[src/rtl/pkt_arbiter_if.sv]
// pkt_arbiter_if: source, sink and status signals of the two-channel packet arbiter.
interface pkt_arbiter_if #(parameter int CNT_W = 8);
  logic [1:0] ch_en;
  logic [1:0] in_rdy;
  logic [1:0] in_acpt;
  logic [7:0] in_data0;
  logic [7:0] in_data1;
  logic out_rdy;
  logic out_acpt;
  logic [7:0] out_data;
  logic [1:0] grant;
  logic busy;
  logic pkt_done;
  logic [CNT_W-1:0] drop_cnt;
  modport master (
    output ch_en, in_rdy, in_data0, in_data1, out_acpt,
    input in_acpt, out_rdy, out_data, grant, busy, pkt_done, drop_cnt
  );
  modport slave (
    input ch_en, in_rdy, in_data0, in_data1, out_acpt,
    output in_acpt, out_rdy, out_data, grant, busy, pkt_done, drop_cnt
  );
endinterface

[src/rtl/pkt_arbiter.sv]
// pkt_arbiter: round-robin packet arbiter, sync-aligned, PKT_LEN bytes per grant.
module pkt_arbiter #(
  parameter int PKT_LEN = 204,
  parameter int CNT_W = 8
) (
  input logic clk,
  input logic reset_n,
  pkt_arbiter_if.slave bus
);
  typedef enum logic [1:0] {IDLE, DROP, FWD} state_t;
  state_t state, state_n;
  logic [1:0] grant_n, cand;
  logic ptr, ptr_n, gi, win, grdy, done_n;
  logic [7:0] gdata, wdata;
  logic [CNT_W-1:0] cnt, cnt_n, drop_n;
  function automatic logic is_sync(input logic [7:0] b);
    return b == 8'h47 || b == 8'hB8;
  endfunction
  assign gi = bus.grant[1];
  assign gdata = gi ? bus.in_data1 : bus.in_data0;
  assign grdy = bus.in_rdy[gi];
  assign cand = bus.in_rdy & bus.ch_en;
  assign win = &cand ? ptr : cand[1];
  assign wdata = win ? bus.in_data1 : bus.in_data0;
  assign bus.busy = state != IDLE;
  always_comb begin
    state_n = state;
    grant_n = bus.grant;
    ptr_n = ptr;
    cnt_n = cnt;
    drop_n = bus.drop_cnt;
    done_n = 1'b0;
    bus.in_acpt = 2'b00;
    bus.out_rdy = 1'b0;
    bus.out_data = 8'h00;
    if (state == IDLE) begin
      if (|cand) begin
        grant_n = win ? 2'b10 : 2'b01;
        state_n = is_sync(wdata) ? FWD : DROP;
      end
    end else if (state == DROP) begin
      if (!bus.ch_en[gi]) begin
        state_n = IDLE;
        grant_n = 2'b00;
      end else if (grdy && is_sync(gdata)) begin
        state_n = FWD;
      end else begin
        bus.in_acpt = bus.grant;
        drop_n = (grdy && !(&bus.drop_cnt)) ? bus.drop_cnt + 1'b1 : bus.drop_cnt;
      end
    end else begin
      bus.out_rdy = grdy;
      bus.out_data = grdy ? gdata : 8'h00;
      bus.in_acpt = bus.out_acpt ? bus.grant : 2'b00;
      if (grdy && bus.out_acpt) begin
        if (cnt == CNT_W'(PKT_LEN - 1)) begin
          state_n = IDLE;
          grant_n = 2'b00;
          cnt_n = '0;
          ptr_n = ~gi;
          done_n = 1'b1;
        end else begin
          cnt_n = cnt + 1'b1;
        end
      end
    end
  end
  always_ff @(posedge clk or negedge reset_n)
    if (!reset_n) state <= IDLE;
    else state <= state_n;
  always_ff @(posedge clk or negedge reset_n)
    if (!reset_n) begin
      bus.grant <= 2'b00;
      ptr <= 1'b0;
      cnt <= '0;
      bus.drop_cnt <= '0;
      bus.pkt_done <= 1'b0;
    end else begin
      bus.grant <= grant_n;
      ptr <= ptr_n;
      cnt <= cnt_n;
      bus.drop_cnt <= drop_n;
      bus.pkt_done <= done_n;
    end
endmodule

[src/flat_wrapper.sv]
// flat-port wrapper written by rule: the top's interface ports become plain ports
module pkt_arbiter_flat 
#(
  parameter int PKT_LEN = 204,
  parameter int CNT_W = 8
)
  (clk, reset_n, bus_ch_en, bus_in_rdy, bus_in_data0, bus_in_data1, bus_out_acpt, bus_in_acpt, bus_out_rdy, bus_out_data, bus_grant, bus_busy, bus_pkt_done, bus_drop_cnt);
  pkt_arbiter_if #(.CNT_W(CNT_W)) bus_i ();
  input logic clk;
  input logic reset_n;
  input wire logic [$bits(bus_i.ch_en)-1:0] bus_ch_en;
  input wire logic [$bits(bus_i.in_rdy)-1:0] bus_in_rdy;
  input wire logic [$bits(bus_i.in_data0)-1:0] bus_in_data0;
  input wire logic [$bits(bus_i.in_data1)-1:0] bus_in_data1;
  input wire logic [$bits(bus_i.out_acpt)-1:0] bus_out_acpt;
  output wire logic [$bits(bus_i.in_acpt)-1:0] bus_in_acpt;
  output wire logic [$bits(bus_i.out_rdy)-1:0] bus_out_rdy;
  output wire logic [$bits(bus_i.out_data)-1:0] bus_out_data;
  output wire logic [$bits(bus_i.grant)-1:0] bus_grant;
  output wire logic [$bits(bus_i.busy)-1:0] bus_busy;
  output wire logic [$bits(bus_i.pkt_done)-1:0] bus_pkt_done;
  output wire logic [$bits(bus_i.drop_cnt)-1:0] bus_drop_cnt;
  assign bus_i.ch_en = bus_ch_en;
  assign bus_i.in_rdy = bus_in_rdy;
  assign bus_i.in_data0 = bus_in_data0;
  assign bus_i.in_data1 = bus_in_data1;
  assign bus_i.out_acpt = bus_out_acpt;
  assign bus_in_acpt = bus_i.in_acpt;
  assign bus_out_rdy = bus_i.out_rdy;
  assign bus_out_data = bus_i.out_data;
  assign bus_grant = bus_i.grant;
  assign bus_busy = bus_i.busy;
  assign bus_pkt_done = bus_i.pkt_done;
  assign bus_drop_cnt = bus_i.drop_cnt;
  pkt_arbiter #(.PKT_LEN(PKT_LEN), .CNT_W(CNT_W)) u_core (.clk(clk), .reset_n(reset_n), .bus(bus_i));
endmodule
[config.mk]
export PLATFORM = sky130hd
export DESIGN_NAME = pkt_arbiter_flat
export DESIGN_NICKNAME = d
export VERILOG_FILES = /design/src/rtl/pkt_arbiter_if.sv /design/src/rtl/pkt_arbiter.sv /design/src/flat_wrapper.sv
export SDC_FILE = /design/constraint.sdc
export NUM_CORES = 1
export LEC_CHECK = 0
export CAP_MARGIN = 40
export CELL_PAD_IN_SITES_DETAIL_PLACEMENT = 1
export CELL_PAD_IN_SITES_GLOBAL_PLACEMENT = 2
export CORE_MARGIN = 2
export CORE_UTILIZATION = 25
export CTS_BUF_LIST = sky130_fd_sc_hd__clkbuf_4 sky130_fd_sc_hd__clkbuf_8
export DETAILED_ROUTE_END_ITERATION = 10
export PLACE_DENSITY_LB_ADDON = 0.1
export SLEW_MARGIN = 20
export SYNTH_ARGS = -nofsm -noshare
export SYNTH_HDL_FRONTEND = slang
export SYNTH_SLANG_ARGS = --single-unit
[constraint.sdc]
create_clock -name clk -period 2.15 [get_ports clk]
set_input_delay 0.43 -clock clk [delete_from_list [all_inputs] [get_ports clk]]
set_output_delay 0.43 -clock clk [all_outputs]
set_load 0.1 [all_outputs]
==> run summary, run 1 <==
DETAILED ROUTING
--------------------------------------------------------------------------------------------------------
Count of antenna-violating nets left after detailed routing                                            0
Count of TritonRoute iterations in the first routing pass                                              4
Residual DRC                                                                                           0
Wire length on met1                                                                              2160 um
Routed vias/inst                                                                                    4.93
Highest Signal Layer                                                                                met4
Number of vias in the routed layout                                                                1,574
Wire per inst                                                                                    16.3 um
Count of routing violations after the opening detailed-route iteration                                46
Detailed route wirelength on metal2                                                              2810 um
Routed length on met3                                                                             186 um
Post-Route WL                                                                                    5190 um

YOSYS
--------------------------------------------------------------------------------------------------------
Total standard cell area after synthesis                                                     0.00142 mm2
Most common library cells after synthesis                                                   sky130_fd_sc_hd__dfrtp_1 (22), sky130_fd_sc_hd__nand2_1 (17), sky130_fd_sc_hd__nor2_1 (13)
EDFF count, synth                                                                                      0
Warnings, synthesis                                                                                    0
Biggest area contributors in the synthesized netlist                                        sky130_fd_sc_hd__dfrtp_1 (39%), sky130_fd_sc_hd__mux2i_1 (6.3%), sky130_fd_sc_hd__xnor2_1 (5.5%), sky130_fd_sc_hd__nand2_1 (4.5%), sky130_fd_sc_hd__nand4_1 (4.4%)
Number of different library cells in the post-synthesis netlist                                       39
Most frequently used cell type in the post-synthesis netlist                                sky130_fd_sc_hd__dfrtp_1
Flop and latch count out of synthesis                                                                 22
Per-instance average area after synthesis                                                       9.01 um2
Seq/Total Area, Yosys                                                                              38.7%
Cells after synthesis                                                                                158
Most instantiated flip-flop cell in the synthesis netlist                                   sky130_fd_sc_hd__dfrtp_1
Post-synthesis async set-or-reset flop share                                                        100%
Mapped Nets                                                                                          183
Cell accounting for the most synthesized area                                               sky130_fd_sc_hd__dfrtp_1
Fraction of synthesized cell area taken by the top area cell type                                  38.7%

FINISH
--------------------------------------------------------------------------------------------------------
Final cell count without fillers                                                                     319
Number of antenna diodes                                                                               0
Total Nets Final                                                                                     273
Growth of design area from synthesis to finish                                                     86.4%
Share of post-route cells with drive strength above 1                                              50.6%

CTS
--------------------------------------------------------------------------------------------------------
Buffer type at the clock tree root                                                          sky130_fd_sc_hd__clkbuf_8
Clock latency reported for the late side of the worst-skew pair                                  0.27 ns
H-tree lvl count                                                                                       1
Post-CTS clock slew at the launch and capture registers of the worst setup and hold paths        0.09 ns
Clock sinks                                                                                           22
TritonCTS clock tree                                                                               built
TritonCTS Buffers                                                                                      3
Buffer depth of the longest clock path                                                                 2

PWR
--------------------------------------------------------------------------------------------------------
Power share of the combinational group                                                             68.9%
Power density over cell area                                                                 1300 mW/mm2
Internal power consumption                                                                       1640 uW
Switching pwr                                                                                    1800 uW
Leakage component of the power                                                                0.00116 uW
Max IR drop VDD                                                                               0.000776 V
Sum of internal, switching and leakage power                                                     3440 uW
Net switching fraction of the power                                                                52.2%
Clock network fraction of total power                                                              11.6%
Flop pwr share                                                                                     19.5%

FLOORPLANNING
--------------------------------------------------------------------------------------------------------
Overall die area                                                                             0.00632 mm2
Die boundary height                                                                              79.5 um
Die X                                                                                            79.5 um
Placeable core region                                                                        0.00551 mm2
Boundary Pins                                                                                         46
Initial cell density of the core                                                                   25.9%
Std-Cell Rows                                                                                         27

GRT
--------------------------------------------------------------------------------------------------------
Pin count of the biggest net entering global routing                                                  23
Total gr overflow                                                                                      0
Via count of the first global-routing pass                                                         1,802
Wire length of the first global-routing pass                                                     8790 um
Overall track demand over capacity in global routing                                               17.8%
Number of antenna violations at the first check in global routing                                      0

WORST SETUP PATH
--------------------------------------------------------------------------------------------------------
WP buf/inv                                                                                             2
Required time at the endpoint of the critical path                                               1.72 ns
Cell breakdown of the critical path                                                         buf_6, nor4b_4, nand4_1, and3_4, o311a_4, o21a_4, buf_12
Arrival @ worst endpoint                                                                         1.91 ns
Highest fanout seen on the critical path                                                               2
Worst path top cell family by delay                                                         simple AND/OR/NAND/NOR gates
Capturing element type of the critical path                                                 primary output
Highest cell delay on the worst timing path                                                      0.31 ns
Type of the worst setup path                                                                   in -> out
Category of the worst setup path launch point                                                 input port
Slowest cell on the critical path                                                           sky130_fd_sc_hd__o311a_4

STA
--------------------------------------------------------------------------------------------------------
TNS Setup                                                                                      -0.295 ns
Worst hold margin                                                                               0.504 ns
Fin. max-slew vios                                                                                     0
Worst-case setup margin in the final layout                                                    -0.195 ns
RSZ-0062 raised after global routing                                                                true
Final period util                                                                                   109%
Fin. Hold Viols                                                                                        0
Highest achievable clock rate                                                                  0.426 GHz
Worst-case clock skew                                                                         0.00408 ns
Count of final setup violators                                                                         2
Normalized max-slew margin                                                                         65.7%
Tightest Pin Transition                                                                         0.514 ns
Time the final worst path needs with I/O delays and setup                                        2.34 ns

PLACE
--------------------------------------------------------------------------------------------------------
Gpl congestion                                                                                     0.821
Dpl hpwl                                                                                         3880 um
Inst Count DP                                                                                        300
Port Buffers                                                                                          45

FLOW RUN
--------------------------------------------------------------------------------------------------------
Max-cap viol count                                                                                     0

HOLD PATH
--------------------------------------------------------------------------------------------------------
Min-Delay Path Class                                                                          reg -> reg

RUN STATUS
--------------------------------------------------------------------------------------------------------
Outcome                                                                                     finished, violations left
Failing checks                                                                              negative setup slack

-- kinds of logic (layout without fill, tap and decap cells) --
logic type,Yosys count,count (layout),share of synthesized area (%)
xor gates and xnor gates,9,9,5.54
muxes,12,12,8.70
buffers and inverters,12,101,3.87
adders and majority gates,2,2,1.76
AOI/OAI and AO/OA,31,31,15.2
and+or+nand+nor,70,70,26.3
DFF,22,22,38.7
-- stage by stage --
| stage | worst slack, ns | utilization [%] | cell area, um2 |
|---|---|---|---|
| 6_report | -0.195 | 48.2 | 2650 |
| 5_1_grt | -0.249 | 48.2 | 2650 |
| 4_1_cts | -0.166 | 48.4 | 2670 |
| 3_5_place_dp | -0.534 | 44.2 | 2440 |
| 3_3_place_gp | -0.514 | 44.2 | 2440 |
| 2_1_floorplan | -0.0342 | - | 1580 |
-- repair_timing --
action / 4_1_cts / 5_1_grt
pin swaps: 16 / 10
hold buffers: 0 / 0
endpoints found under the setup margin: 11 / 4
resized for setup: 87 / 6
buffers inserted: 20 / 1
endpoints found under the hold margin: 0 / 0
-- final cells by class --
cell class	instances	area, um2
fillers	623	2850
multi-input cells	124	1010
repair buffers	90	895
flip-flops and latches	22	562
well taps	72	90.1
clock buffers	3	41.3
clock inverters	1	30.0
inverters	7	30.0
-- power groups by stage --
stage / Clock (uW) / Sequential (uW) / Combinational [uW]
floorplan: 0 / 1020 / 1190
global placement: 0 / 672 / 2330
detailed placement: 0 / 680 / 2350
CTS: 407 / 674 / 2380
global route: 428 / 696 / 2470
finish: 398 / 671 / 2370
-- registers in the layout, summed over array words and instances, names as in the netlist --
name and cells:
u_core.bus.drop_cnt 8, u_core.bus.grant 2, u_core.bus.pkt_done 1, u_core.cnt 8
u_core.ptr 1, u_core.state 2
-- placed cells by master (no fill, tap or decap), types with 2 or more instances in the layout --
| cell | netlist | routed |
|---|---|---|
| sky130_fd_sc_hd__and3_4 | 1 | 2 |
| sky130_fd_sc_hd__nor4b_4 | 0 | 4 |
| sky130_fd_sc_hd__dfrtp_2 | 0 | 6 |
| sky130_fd_sc_hd__a31oi_1 | 3 | 3 |
| sky130_fd_sc_hd__buf_6 | 1 | 11 |
| sky130_fd_sc_hd__and3_1 | 7 | 6 |
| sky130_fd_sc_hd__mux2i_1 | 9 | 8 |
| sky130_fd_sc_hd__nand2_1 | 17 | 15 |
| sky130_fd_sc_hd__nor2_1 | 13 | 5 |
| sky130_fd_sc_hd__buf_2 | 2 | 9 |
| sky130_fd_sc_hd__dfrtp_1 | 22 | 15 |
| sky130_fd_sc_hd__o21ai_1 | 4 | 5 |
| sky130_fd_sc_hd__o211ai_1 | 4 | 4 |
| sky130_fd_sc_hd__inv_1 | 7 | 5 |
| sky130_fd_sc_hd__buf_4 | 0 | 49 |
| sky130_fd_sc_hd__xnor2_1 | 9 | 9 |
| sky130_fd_sc_hd__clkbuf_8 | 0 | 3 |
| sky130_fd_sc_hd__nor2b_1 | 5 | 4 |
| sky130_fd_sc_hd__clkdlybuf4s50_1 | 0 | 4 |
| sky130_fd_sc_hd__o21ai_0 | 9 | 7 |
| sky130_fd_sc_hd__nand4_1 | 10 | 10 |
| sky130_fd_sc_hd__nand3_1 | 6 | 5 |
| sky130_fd_sc_hd__ha_1 | 2 | 2 |
| sky130_fd_sc_hd__nor2_4 | 0 | 8 |
| sky130_fd_sc_hd__buf_12 | 0 | 15 |
| sky130_fd_sc_hd__dlygate4sd2_1 | 0 | 2 |
-- metal layers --
| layer | up-vias | global-route usage [%] |
|---|---|---|
| li1 | 757 | - |
| met1 | 783 | 20.6 |
| met2 | 30 | 33.3 |
| met3 | 4 | 3.28 |
| met4 | 0 | 5.00 |
| met5 | - | 0 |
-- final timing paths --
path	slack, ns	endpoint	cells after the start	from
worst max-delay path	-0.19	bus_in_acpt[0]	7	bus_in_data0[4]
worst min-delay path	0.50	u_core.bus.drop_cnt[6]	1	u_core.bus.drop_cnt[6]
worst max register to register	0.26	u_core.bus.grant[0]	6	u_core.bus.grant[1]
worst min register to register	0.50	u_core.bus.drop_cnt[6]	1	u_core.bus.drop_cnt[6]
max in group asynchronous	1.38	u_core.bus.grant[1]	2	reset_n
min in group asynchronous	0.51	u_core.bus.drop_cnt[2]	2	reset_n
Power figures use the tool's default switching activity.
==> run 2, diff against run 1 <==
Settings changed: GPL_TIMING_DRIVEN set to 1, HOLD_SLACK_MARGIN set to 0.03.
==> results of run 2 <==
Same layout as run 1: the final DEF is identical, and so are final timing and power.
==> RTL change 1 (settings of run 2) <==
Encoding of `state_t`: now one-hot (3 bits for 3 states).
--- a/src/rtl/pkt_arbiter.sv
+++ b/src/rtl/pkt_arbiter.sv
@@ -9,3 +9,3 @@
 );
-  typedef enum logic [1:0] {IDLE, DROP, FWD} state_t;
+  typedef enum logic [2:0] {IDLE = 3'b001, DROP = 3'b010, FWD = 3'b100} state_t;
   state_t state, state_n;
Check against the original RTL: no difference found for any inputs over 10 cycles, from zero or initial values and one cycle with reset_n low; not proved beyond that.
==> RTL change 1 against run 2 <==
The run still ends with negative setup slack left. Power grew 10%. Worst setup slack gained 75 ps. Clock power shrank 30%. Sequential cell count grew 1. Synthesized area grew 6.9%. Largest cell class unchanged. Routed wire length shrank 6.8%. Design area shrank 3.9%. Critical endpoint unchanged. Clock skew grew 5.2 ps. Register-to-register slack lost 60 ps. First-iteration DRC count shrank 4.3%. Hold slack lost 10 ps. Global-route usage shrank 2.3 points. Combinational power grew 17%. Cell count shrank 6.0%.
==> RTL change 1: results <==
set metrics [dict create \
    met3_usage 0.0308 \
    multi_input_cells 126 \
    vias_per_cell 4.96 \
    skew_ps 9.25 \
    nonClkBufAreaFrac 0.276 \
    synth-seq-area-share 0.379 \
    place_hpwl_um 3910 \
    met1_usage 0.177 \
    drt_iter0_drc 44 \
    nFillCells 654 \
    grt_usage 0.155 \
    n_all_buffers 67 \
    pre_cts_ws_ps -465 \
    multi_input_area_share 0.430 \
    setup_viol 10 \
    seq_area_frac 0.229 \
    setup_ws_ps -120 \
    yosys.area_share.adder 0.0164 \
    synth-compound-area-share 0.118 \
    p_comb_frac 0.732 \
    violations "negative setup slack" \
    grt_pass1_vias 1617 \
    finalWirelength_um 4840 \
    largest_registers "u_core.bus.drop_cnt (8), u_core.cnt (8), u_core.state (3)" \
    status "finished, violations left" \
]
[RTL change 1: changes by cell type in the layout (fill, tap and decap cells not counted), moves of 4 or more]
cell | run 2 | this run
and3_1 | 6 | 2
buf_4 | 49 | 28
buf_6 | 11 | 4
clkbuf_2 | 0 | 4
nand4_1 | 10 | 4
nor2_1 | 5 | 10
nor2b_1 | 4 | 0
o211ai_1 | 4 | 0
o21ai_1 | 5 | 1
[RTL change 1: path summary, 6_finish.rpt]
kind,from,endpoint,slack [ps],cells past startpoint
hold reg to reg,u_core.ptr,u_core.ptr,490,2
max in group asynchronous,reset_n,u_core.state[0],1330,2
hold / removal,u_core.ptr,u_core.ptr,490,2
setup reg to reg,u_core.state[0],u_core.cnt[7],200,8
min in group asynchronous,reset_n,u_core.bus.drop_cnt[5],530,2
setup / recovery,u_core.state[0],bus_in_acpt[0],-120,6
==> RTL change 2 (config.mk and constraints of run 2) <==
Without the edit above. `CNT_W` is set to 8 in 3 places; all go to 10.
--- a/src/rtl/pkt_arbiter_if.sv
+++ b/src/rtl/pkt_arbiter_if.sv
@@ -1,3 +1,3 @@
 // pkt_arbiter_if: source, sink and status signals of the two-channel packet arbiter.
-interface pkt_arbiter_if #(parameter int CNT_W = 8);
+interface pkt_arbiter_if #(parameter int CNT_W = 10);
   logic [1:0] ch_en;
--- a/src/rtl/pkt_arbiter.sv
+++ b/src/rtl/pkt_arbiter.sv
@@ -3,3 +3,3 @@
   parameter int PKT_LEN = 204,
-  parameter int CNT_W = 8
+  parameter int CNT_W = 10
 ) (
--- a/src/flat_wrapper.sv
+++ b/src/flat_wrapper.sv
@@ -4,3 +4,3 @@
   parameter int PKT_LEN = 204,
-  parameter int CNT_W = 8
+  parameter int CNT_W = 10
 )
Interface: changed (resized bus_drop_cnt); port bits go from 46 to 48. No check against the original RTL was run, so the function may have changed too.
==> RTL change 2 against run 2 <==
Power decreased by 9.8%. Synthesized area up 10%. Highest routed layer unchanged. Routed wire length down 9.6%. Register-to-register slack got worse by 40 ps. Design area fell by 1.3%. Worst setup slack better by 230 ps. Core utilization is 4.5 points lower. Sequential cell count is 4 higher.
==> RTL change 2: results <==
set metrics [dict create \
    status "finished clean" \
    vias 1466 \
    grt_pass1_wl_um 7940 \
    synth_top_area_share 0.415 \
    grt_pass1_vias 1632 \
    largest_registers "u_core.bus.drop_cnt (10), u_core.cnt (10)" \
    drt_iter0_drc 26 \
    synth_nets 182 \
    placedCellCount 293 \
    ir_drop_v 0.000705 \
    place_hpwl_um 3620 \
    grt_usage 0.139 \
    gp_congestion 0.735 \
    maxSlewHeadroom 0.774 \
    wl_per_cell_um 15.4 \
    worstPathArrival_ps 1690 \
    synth-compound-area-share 0.101 \
    synth_xor_area_frac 0.0783 \
    synth_area_leaders "dfrtp_1 42%, mux2i_1 6.4%, xnor2_1 5.6%" \
    power_leakage_uw 0.00119 \
    pre_cts_ws_ps -383 \
    synth.area.mux_share 0.112 \
    yosysUniqueCellTypes 44 \
    drive_above_1_share 0.483 \
    nNetsFinal 256 \
    io_buffer_count 47 \
]
[RTL change 2: area by class of cell]
cell class	instances	area, um2
timing repair buffer	72	698
clock buffer	3	41.3
sequential	26	661
clock inverter	1	30.0
multi-input combinational	125	1080
fill	673	3370
tap	75	93.8
inverter	3	15.0
[RTL change 2: logic make-up (layout without fill, tap and decap cells)]
family / Yosys count / after routing
AND/OR/NAND/NOR: 71 / 72
flip-flops: 26 / 26
AO/OA/AOI/OAI: 22 / 22
multiplexers: 15 / 15
XOR/XNOR: 14 / 14
buffers and inverters: 7 / 79
adder cells (fa/ha/maj): 2 / 2
[RTL change 2: path summary, 6_finish.rpt]
| check | from | end | slack (ps) | depth (start not counted) |
|---|---|---|---|---|
| worst max register to register | u_core.bus.grant[1] | u_core.bus.drop_cnt[5] | 220 | 6 |
| worst min-delay path | u_core.bus.drop_cnt[6] | u_core.bus.drop_cnt[6] | 480 | 1 |
| min in group asynchronous | reset_n | u_core.cnt[8] | 530 | 2 |
| worst min register to register | u_core.bus.drop_cnt[6] | u_core.bus.drop_cnt[6] | 480 | 1 |
| worst max-delay path | bus_ch_en[1] | bus_in_acpt[0] | 30 | 6 |
| max in group asynchronous | reset_n | u_core.bus.grant[1] | 1340 | 2 |
[RTL change 2: critical path: stages]
cell             delay (ps)
clkdlybuf4s50_1         480
mux2_4                  150
nand2_2                  80
o21bai_4                200
a21boi_4                160
buf_12                  190
[RTL change 2: routing by layer]
layer  global-route usage  share of wire  vias to the layer above  routed length (um)
met1                0.179           0.45                      721                2140
met2                0.240           0.50                       30                2360
met4               0.0224         0.0047                        0                  22
met5                    0              0                        -                   0
met3               0.0318          0.039                        2                 181
li1                     -              -                      713                   -
[RTL change 2: stage by stage]
stage / power, uW / util / area (um2) / hold slack (ps)
6_report: 3110 / 0.437 / 2620 / 482
5_1_grt: 3260 / 0.437 / 2620 / 518
4_1_cts: 3110 / 0.432 / 2590 / 491
3_5_place_dp: 2660 / 0.412 / 2470 / 475
3_3_place_gp: 2630 / 0.412 / 2470 / 464
2_1_floorplan: 2030 / - / 1700 / 134
[RTL change 2: timing repair]
action	4_1_cts	5_1_grt
hold endpoints to repair	0	0
gates cloned	1	0
resized for setup	57	17
endpoints found under the setup margin	5	3
setup buffers	2	5
pin swaps	9	6
[RTL change 2: report_power, final]
group | internal, uW | switching (uW) | leakage (uW)
Combinational | 697 | 1280 | 0.000817
Sequential | 593 | 131 | 0.000334
Clock | 249 | 154 | 0.0000357
